**src/rtl/alu_seq_pkg.sv**
```systemverilog
// alu_seq_pkg: Hack control-word bit positions, named operations and FSM states for alu_seq.
package alu_seq_pkg;
  localparam int CTRL_ZX = 5;
  localparam int CTRL_NX = 4;
  localparam int CTRL_ZY = 3;
  localparam int CTRL_NY = 2;
  localparam int CTRL_F  = 1;
  localparam int CTRL_NO = 0;
  localparam logic [5:0] OP_ZERO = 6'b101010;
  localparam logic [5:0] OP_ONE  = 6'b111111;
  localparam logic [5:0] OP_X    = 6'b001100;
  localparam logic [5:0] OP_Y    = 6'b110000;
  localparam logic [5:0] OP_NEGX = 6'b001111;
  localparam logic [5:0] OP_ADD  = 6'b000010;
  localparam logic [5:0] OP_XMY  = 6'b010011;
  localparam logic [5:0] OP_YMX  = 6'b000111;
  localparam logic [5:0] OP_AND  = 6'b000000;
  localparam logic [5:0] OP_OR   = 6'b010101;
  typedef enum logic {S_IDLE, S_MUL} state_t;
endpackage

```
**src/rtl/alu_seq_core.sv**
```systemverilog
// hack_alu_core: combinational Hack ALU at any WIDTH (x, y, ctrl -> result, zr, ng).
module hack_alu_core
  import alu_seq_pkg::*;
#(
  parameter int WIDTH = 16
) (
  input  logic [WIDTH-1:0] x,
  input  logic [WIDTH-1:0] y,
  input  logic [5:0]       ctrl,
  output logic [WIDTH-1:0] result,
  output logic             zr,
  output logic             ng
);
  logic [WIDTH-1:0] xz, yz, xa, ya, fo;
  always_comb begin
    xz = ctrl[CTRL_ZX] ? '0 : x;
    xa = ctrl[CTRL_NX] ? ~xz : xz;
    yz = ctrl[CTRL_ZY] ? '0 : y;
    ya = ctrl[CTRL_NY] ? ~yz : yz;
    fo = ctrl[CTRL_F] ? xa + ya : xa & ya;
    result = ctrl[CTRL_NO] ? ~fo : fo;
    zr = result == '0;
    ng = result[WIDTH-1];
  end
endmodule

```
**src/rtl/alu_seq.sv**
```systemverilog
// alu_seq: registered, valid/ready Hack ALU; the shift-add multiplier is built only when ALU_SEQ_MUL_EN is defined.
module alu_seq
  import alu_seq_pkg::*;
#(
  parameter int WIDTH = 16
) (
  input  logic             clk,
  input  logic             rst,
  input  logic             in_valid,
  output logic             in_ready,
  input  logic [WIDTH-1:0] x,
  input  logic [WIDTH-1:0] y,
  input  logic [5:0]       ctrl,
  input  logic             mul,
  output logic             out_valid,
  input  logic             out_ready,
  output logic [WIDTH-1:0] out,
  output logic             zr,
  output logic             ng
);
  logic [WIDTH-1:0] out_q, out_d, core_x, core_res;
  logic [5:0] core_ctrl;
  logic out_valid_q, out_valid_d, zr_q, zr_d, ng_q, ng_d, core_zr, core_ng;
  logic free, accept, is_mul, mul_done, load;
  assign free = !out_valid_q || out_ready;
  assign accept = in_valid && in_ready;
`ifdef ALU_SEQ_MUL_EN
  localparam int CW = $clog2(WIDTH);
  localparam logic [CW-1:0] LAST = CW'(WIDTH - 1);
  state_t state_q, state_d;
  logic [CW-1:0] cnt_q, cnt_d;
  logic [WIDTH-1:0] mcand_q, mcand_d, mplier_q, mplier_d, acc_q, acc_d, step_sum;
  assign is_mul = mul;
  assign in_ready = state_q == S_IDLE && free;
  assign step_sum = acc_q + (mplier_q[0] ? mcand_q : '0);
  // During MUL the core passes the product through (OP_X) so zr/ng come from one place
  assign core_x = state_q == S_MUL ? step_sum : x;
  assign core_ctrl = state_q == S_MUL ? OP_X : ctrl;
  always_comb begin
    state_d = state_q;
    cnt_d = cnt_q;
    mcand_d = mcand_q;
    mplier_d = mplier_q;
    acc_d = acc_q;
    mul_done = 1'b0;
    if (state_q == S_IDLE) begin
      if (accept && is_mul) begin
        state_d = S_MUL;
        cnt_d = '0;
        mcand_d = x;
        mplier_d = y;
        acc_d = '0;
      end
    end else if (cnt_q != LAST) begin
      acc_d = step_sum;
      mcand_d = mcand_q << 1;
      mplier_d = mplier_q >> 1;
      cnt_d = cnt_q + CW'(1);
    end else if (free) begin
      mul_done = 1'b1;
      state_d = S_IDLE;
      cnt_d = '0;
    end
  end
  always_ff @(posedge clk) begin
    if (rst) begin
      state_q <= S_IDLE;
      cnt_q <= '0;
      mcand_q <= '0;
      mplier_q <= '0;
      acc_q <= '0;
    end else begin
      state_q <= state_d;
      cnt_q <= cnt_d;
      mcand_q <= mcand_d;
      mplier_q <= mplier_d;
      acc_q <= acc_d;
    end
  end
`else
  // Without the multiplier, mul is treated as 0 and every command is a 1-cycle ALU op
  assign is_mul = mul & 1'b0;
  assign mul_done = 1'b0;
  assign in_ready = free;
  assign core_x = x;
  assign core_ctrl = ctrl;
`endif
  hack_alu_core #(.WIDTH(WIDTH)) u_core (
    .x(core_x),
    .y(y),
    .ctrl(core_ctrl),
    .result(core_res),
    .zr(core_zr),
    .ng(core_ng)
  );
  always_comb begin
    load = mul_done || (accept && !is_mul);
    out_valid_d = load || (out_valid_q && !out_ready);
    out_d = load ? core_res : out_q;
    zr_d = load ? core_zr : zr_q;
    ng_d = load ? core_ng : ng_q;
  end
  always_ff @(posedge clk) begin
    if (rst) begin
      out_valid_q <= 1'b0;
      out_q <= '0;
      zr_q <= 1'b0;
      ng_q <= 1'b0;
    end else begin
      out_valid_q <= out_valid_d;
      out_q <= out_d;
      zr_q <= zr_d;
      ng_q <= ng_d;
    end
  end
  assign out_valid = out_valid_q;
  assign out = out_q;
  assign zr = zr_q;
  assign ng = ng_q;
endmodule

```
**config.mk**
```make
export PLATFORM = sky130hd
export DESIGN_NAME = alu_seq
export DESIGN_NICKNAME = d
export VERILOG_FILES = /design/src/rtl/alu_seq_pkg.sv /design/src/rtl/alu_seq_core.sv /design/src/rtl/alu_seq.sv
export SDC_FILE = /design/constraint.sdc
export NUM_CORES = 1
export LEC_CHECK = 0
export CORE_MARGIN = 3
export CORE_UTILIZATION = 40
export DETAILED_ROUTE_END_ITERATION = 8
export PLACE_DENSITY = 0.77
export SKIP_LAST_GASP = 1
export SLEW_MARGIN = 20
export SYNTH_ARGS = -nofsm -noshare
export SYNTH_HDL_FRONTEND = slang
export SYNTH_HIERARCHICAL = 1
export SYNTH_SLANG_ARGS = --single-unit
```
**constraint.sdc**
```tcl
create_clock -name clk -period 10.25 [get_ports clk]
set_input_delay 1.025 -clock clk [delete_from_list [all_inputs] [get_ports clk]]
set_output_delay 1.025 -clock clk [all_outputs]
set_load 0.03 [all_outputs]
```
==> qor.yml, run 1 <==
run_status: "finished clean"
crit_start: "ctrl[4]"
grt_pass1_vias: 2436
setup_tns_ns: 0
synth_area_leaders: "xnor2_1, dfxtp_1, nand2b_1"
reg2reg_from: "out_valid"
critPathMaxFanout: 16
cp-start-kind: "input port"
ant_nets: 0
peakVddDrop_v: 0.0000421
postCtsHoldBufs: 0
dr_total_vias: 2609
fp.dieW_um: 91.7
rsz0062_at_grt: "false"
min_from: "out[6]"
dieArea_um2: 8420
diodes: 0
dpl-instance-area_um2: 3470
synth_cells: 352
cts_max_level: 1
critPathArrivalTime_ns: 5.09
clock_latency_ns: 0.25
start_util_pct: 42.3
final.setup_skew_ns: 0.00313
drt_iter0_drc: 168
crit_type: "in2reg"
power_density_nw_per_um2: 117
period_minus_slack_ns: 4.91
period_share_pct: 48.0
yosysTopAreaCellShare_pct: 14.0
wirelength_um: 6570
gp_congestion: 0.895
grt_pass1_wl_um: 11300
fin_area_um2: 3510
setup_violations: 0
fillers: 648
maxSlewHeadroom_pct: 30.5
wl_per_cell_um: 13.6
grt-ovfl-total: 0
leakagePower_nw: 1.24
worst_pin_slew_ns: 1.04
dr.pass1.iters: 4
cts_buffers: 3
io_buffers: 61
clk_pin_slew_ns: 0.07
hold_violations: 0
hold_class: "reg2reg"
drv_cap: 0
avgSynthCellArea_um2: 8.35
core_area_um2: 6940
synth_cell_types: 65
nets: 449
drive_gt1_share_pct: 11.9
clock.fmax_mhz: 203
reg2reg_setup_slack_ns: 9.10
syn_to_final_growth_pct: 19.5
cts_setup_buffers: 0
grt_antenna_before_repair: 0
synth-main-ff-cell: "dfxtp_1"
drv_slew: 0
grtUsageTotal_pct: 15.6
synth-async-reset-ratio_pct: 0
cts_tree: "done"
yosys.area.top_type: "xnor2_1"
dp_hpwl_um: 5220
yosys_warnings: 6
syn_nets: 412
vias_per_cell: 5.39
num_rows: 30
cts.repair.resized: 0
grt_max_degree: 39
cts_sinks: 19
cts_max_path_buffers: 2
ios: 63
drc_errors: 0
seq_area_frac_synth_pct: 12.9
synth-seq-cells: 19
synth_edf_count: 0
synth_area_um2: 2940
root_buffer: "clkbuf_8"
die_y_um: 91.7
worst_ep_required_time_ns: 10.43
cp-end-kind: "register"
==> placed cells by master, fill, tap and decap left out, types with 3 or more instances in the layout <==
| cell | netlist | routed |
|---|---|---|
| clkdlybuf4s50_1 | 0 | 61 |
| xnor2_1 | 47 | 47 |
| nand2b_1 | 33 | 33 |
| a21oi_2 | 20 | 20 |
| nand3_1 | 19 | 19 |
| dfxtp_1 | 19 | 19 |
| a21bo_1 | 18 | 18 |
| ha_1 | 16 | 16 |
| nand2_1 | 13 | 13 |
| nor2_1 | 13 | 13 |
| a21oi_1 | 12 | 12 |
| nand3_2 | 8 | 8 |
| a21o_1 | 6 | 6 |
| mux2i_1 | 6 | 6 |
| inv_1 | 5 | 5 |
| nand4_1 | 5 | 5 |
| nor2b_1 | 5 | 5 |
| nor4b_1 | 4 | 4 |
| o21ai_0 | 4 | 4 |
| xor2_1 | 4 | 4 |
| clkbuf_8 | 2 | 3 |
| buf_4 | 2 | 3 |
| a31oi_1 | 3 | 3 |
| a311oi_1 | 3 | 3 |
| nor3_1 | 3 | 3 |
| o21ai_1 | 3 | 3 |
| or3_1 | 3 | 3 |
| nor3b_1 | 3 | 3 |
| o211ai_1 | 3 | 3 |
==> Yosys cell counts (2+ instances only) <==
| cell | number |
|---|---|
| a211o_1 | 2 |
| buf_4 | 2 |
| nor2_1 | 13 |
| o21ai_0 | 4 |
| nor3_1 | 3 |
| clkbuf_1 | 7 |
| a21o_1 | 6 |
| o21ai_1 | 3 |
| xor2_1 | 4 |
| dfxtp_1 | 19 |
| o221ai_1 | 2 |
| o22ai_1 | 2 |
| buf_1 | 5 |
| o211ai_1 | 3 |
| nor2b_1 | 5 |
| nor3b_1 | 3 |
| a311oi_1 | 3 |
| xnor2_1 | 47 |
| clkbuf_8 | 2 |
| o2111ai_1 | 2 |
| and3_1 | 2 |
| nand3_1 | 19 |
| buf_6 | 5 |
| o21a_1 | 2 |
| nand2b_1 | 33 |
| nand2_1 | 13 |
| a211oi_1 | 2 |
| and4b_1 | 2 |
| a21bo_1 | 18 |
| a211oi_2 | 2 |
| nor4b_1 | 4 |
| nand4_1 | 5 |
| a21oi_1 | 12 |
| ha_1 | 16 |
| a31oi_1 | 3 |
| nand3_2 | 8 |
| inv_1 | 5 |
| a21oi_2 | 20 |
| buf_2 | 9 |
| a221o_1 | 2 |
| or4_1 | 2 |
| mux2i_1 | 6 |
| or3_1 | 3 |
==> layout make-up <==
cell class	count	area (um^2)	share of cell area (%)
multi-input cells	295	2310	65.8
repair buffers	64	633	18.0
flip-flops and latches	19	380	10.8
well taps	96	120	3.42
clock buffers	4	45.0	1.28
inverters	6	22.5	0.641
==> report_power, final <==
part / leakage [nW] / internal [mW] / switching [mW] / total, mW
Clock: 0.0228 / 0.0276 / 0.0237 / 0.0513
Sequential: 0.156 / 0.0824 / 0.00433 / 0.0868
Combinational: 1.06 / 0.121 / 0.150 / 0.272
==> worst max-delay path, cell delays in order <==
cell	delay, ns
clkdlybuf4s50_1	1.04
xnor2_1	0.16
ha_1	0.30
fa_1	0.45
a21o_1	0.22
a221oi_2	0.41
o2111ai_1	0.18
a21oi_1	0.16
a311oi_1	0.10
or4b_1	0.57
a211oi_2	0.23
nand3_1	0.10
a21oi_2	0.13
==> through the flow <==
stage                     hold slack [ns]  worst slack (ns)  power (mW)  cells  util, %
after floorplan                     0.708              5.85       0.296    352        -
after global placement              0.571              5.15       0.352    480     50.0
after detailed placement            0.567              5.08       0.358    480     50.0
after CTS                           0.584              5.33       0.410    484     50.6
after global routing                0.604              5.07       0.439    484     50.6
final                               0.582              5.34       0.410    484     50.6
==> metal layers <==
metal	vias to the layer above	global-route usage [%]	share of wire [%]
met3	5	1.89	6.5
met5	-	0	0
met2	80	26.4	47
met4	0	2.23	0.43
li1	1338	-	-
met1	1186	21.6	46
==> worst paths after layout <==
| kind | endpoint | depth (start not counted) |
|---|---|---|
| max reg2reg | out[11] | 3 |
| min reg2reg | out[6] | 2 |
| max | zr | 13 |
| min | out[6] | 2 |
==> sequential cells by signal (all words and copies together) (netlist names) <==
register and cells:
zr 1, out 16, ng 1, out_valid 1
==> kinds of logic (layout without fill, tap and decap cells) <==
| family | after synthesis | count (layout) | share of synthesized area (%) |
|---|---|---|---|
| AO/OA/AOI/OAI | 97 | 97 | 27.3 |
| XOR/XNOR | 51 | 51 | 15.2 |
| adder cells (fa/ha/maj) | 17 | 17 | 7.49 |
| buffers and inverters | 38 | 74 | 8.38 |
| flip-flops | 19 | 19 | 12.9 |
| multiplexers | 7 | 7 | 2.43 |
| AND/OR/NAND/NOR | 123 | 123 | 26.3 |
(Power assumes the default switching activity.)
==> inputs of run 2 (changes only) <==
==> constraint.sdc (replaced) <==
create_clock -name clk -period 5 [get_ports clk]
set_input_delay 0.5 -clock clk [delete_from_list [all_inputs] [get_ports clk]]
set_output_delay 0.5 -clock clk [all_outputs]
set_load 0.03 [all_outputs]
==> run 2 against run 1 <==
Utilization increased by 0.22 points. Sequential share of layout area about the same. Register-to-register slack got worse by 5.3 ns. First-iteration DRC count shrank 13%. Highest routed layer unchanged. Worst hold slack worse by 0.00089 ns. Clock skew shrank 0.0014 ns. Critical endpoint unchanged. Via count is 2.0% higher.
==> qor.yml, run 2 (synthesized netlist as in run 1, its figures left out) <==
start_util_pct: 42.3
grt_pass1_wl_um: 11500
vias_per_cell: 5.47
drc_errors: 0
ant_nets: 0
rsz0062_at_grt: "false"
setup_violations: 0
grtUsageTotal_pct: 15.7
ios: 63
drv_slew: 0
grt_pass1_vias: 2489
syn_to_final_growth_pct: 20.0
peakVddDrop_v: 0.000108
cts_max_path_buffers: 2
final.setup_skew_ns: 0.00173
dr_total_vias: 2660
grt-ovfl-total: 0
cts_sinks: 19
cp-end-kind: "register"
fillers: 645
wl_per_cell_um: 14.0
wirelength_um: 6790
drt_iter0_drc: 147
cts.repair.resized: 0
cts_max_level: 1
hold_class: "reg2reg"
cp-start-kind: "input port"
diodes: 0
period_share_pct: 84.4
cts_tree: "done"
gp_congestion: 0.913
drive_gt1_share_pct: 12.3
run_status: "finished clean"
core_area_um2: 6940
io_buffers: 61
critPathMaxFanout: 16
fp.dieW_um: 91.7
grt_max_degree: 39
dieArea_um2: 8420
period_minus_slack_ns: 4.22
cts_buffers: 3
dp_cells: 482
leakagePower_nw: 1.25
cts_setup_buffers: 0
layout_common_cells: "clkdlybuf4s50_1, xnor2_1, nand2b_1"
critPathArrivalTime_ns: 4.39
clock.fmax_mhz: 237
clock_latency_ns: 0.25
die_y_um: 91.7
power_density_nw_per_um2: 239
largest_reg_flops: 16
grt_antenna_before_repair: 0
fin_cells: 486
drv_cap: 0
dr.pass1.iters: 4
num_rows: 30
clk_pin_slew_ns: 0.07
nets: 451
setup_tns_ns: 0
root_buffer: "clkbuf_8"
crit_type: "in2reg"
layout_commonest_cell: "clkdlybuf4s50_1"
worst_ep_required_time_ns: 5.17
worst_pin_slew_ns: 1.07
dp_hpwl_um: 5390
maxSlewHeadroom_pct: 28.1
postCtsHoldBufs: 0
hold_violations: 0
## run 2: per-layer routing
layer / vias up / global-route usage (%) / part of all wire, %
li1: 1343 / - / -
met1: 1192 / 21.5 / 46
met2: 115 / 26.0 / 46
met3: 10 / 1.89 / 6.6
met4: 0 / 3.96 / 2.0
met5: - / 0 / 0
## run 2: path summary, 6_finish.rpt
| path | to | cells after the start | slack, ns | startpoint |
|---|---|---|---|---|
| min reg2reg | out[8] | 2 | 0.58 | out[8] |
| max | zr | 14 | 0.78 | ctrl[5] |
| min | out[8] | 2 | 0.58 | out[8] |
| max reg2reg | out[3] | 3 | 3.84 | out_valid |
## run 2: power breakdown
group          total [mW]  leakage (nW)  internal [mW]  switching, mW
combinational       0.562          1.07          0.249          0.313
clock               0.104        0.0228         0.0565         0.0471
sequential          0.177         0.156          0.169        0.00843
## run 2: layout make-up
class / count / area (um^2) / share of cell area (%)
Clock buffer: 4 / 45.0 / 1.28
Inverter: 6 / 22.5 / 0.638
Multi-Input combinational cell: 295 / 2310 / 65.5
Sequential cell: 19 / 380 / 10.8
Tap cell: 96 / 120 / 3.40
Timing Repair Buffer: 66 / 648 / 18.4
## run 2: stage by stage
step	cell area, um^2	util (%)	power [mW]	setup WS (ns)	hold slack, ns
2_1_floorplan	2940	-	0.608	1.13	0.708
3_3_place_gp	3480	50.2	0.723	0.685	0.570
3_5_place_dp	3480	50.2	0.736	0.526	0.565
4_1_cts	3530	50.8	0.843	0.794	0.583
5_1_grt	3530	50.8	0.902	0.498	0.603
6_report	3530	50.8	0.843	0.779	0.581
## run 2: worst max-delay path, stage by stage
cell             delay, ns
clkdlybuf4s50_1       0.61
nand2b_1              0.27
xnor2_1               0.14
ha_1                  0.30
fa_1                  0.45
a21o_1                0.22
a221oi_2              0.35
o2111ai_1             0.18
a21oi_1               0.18
a311oi_1              0.12
or4b_1                0.60
a211oi_2              0.24
nand3_1               0.11
a21oi_2               0.13
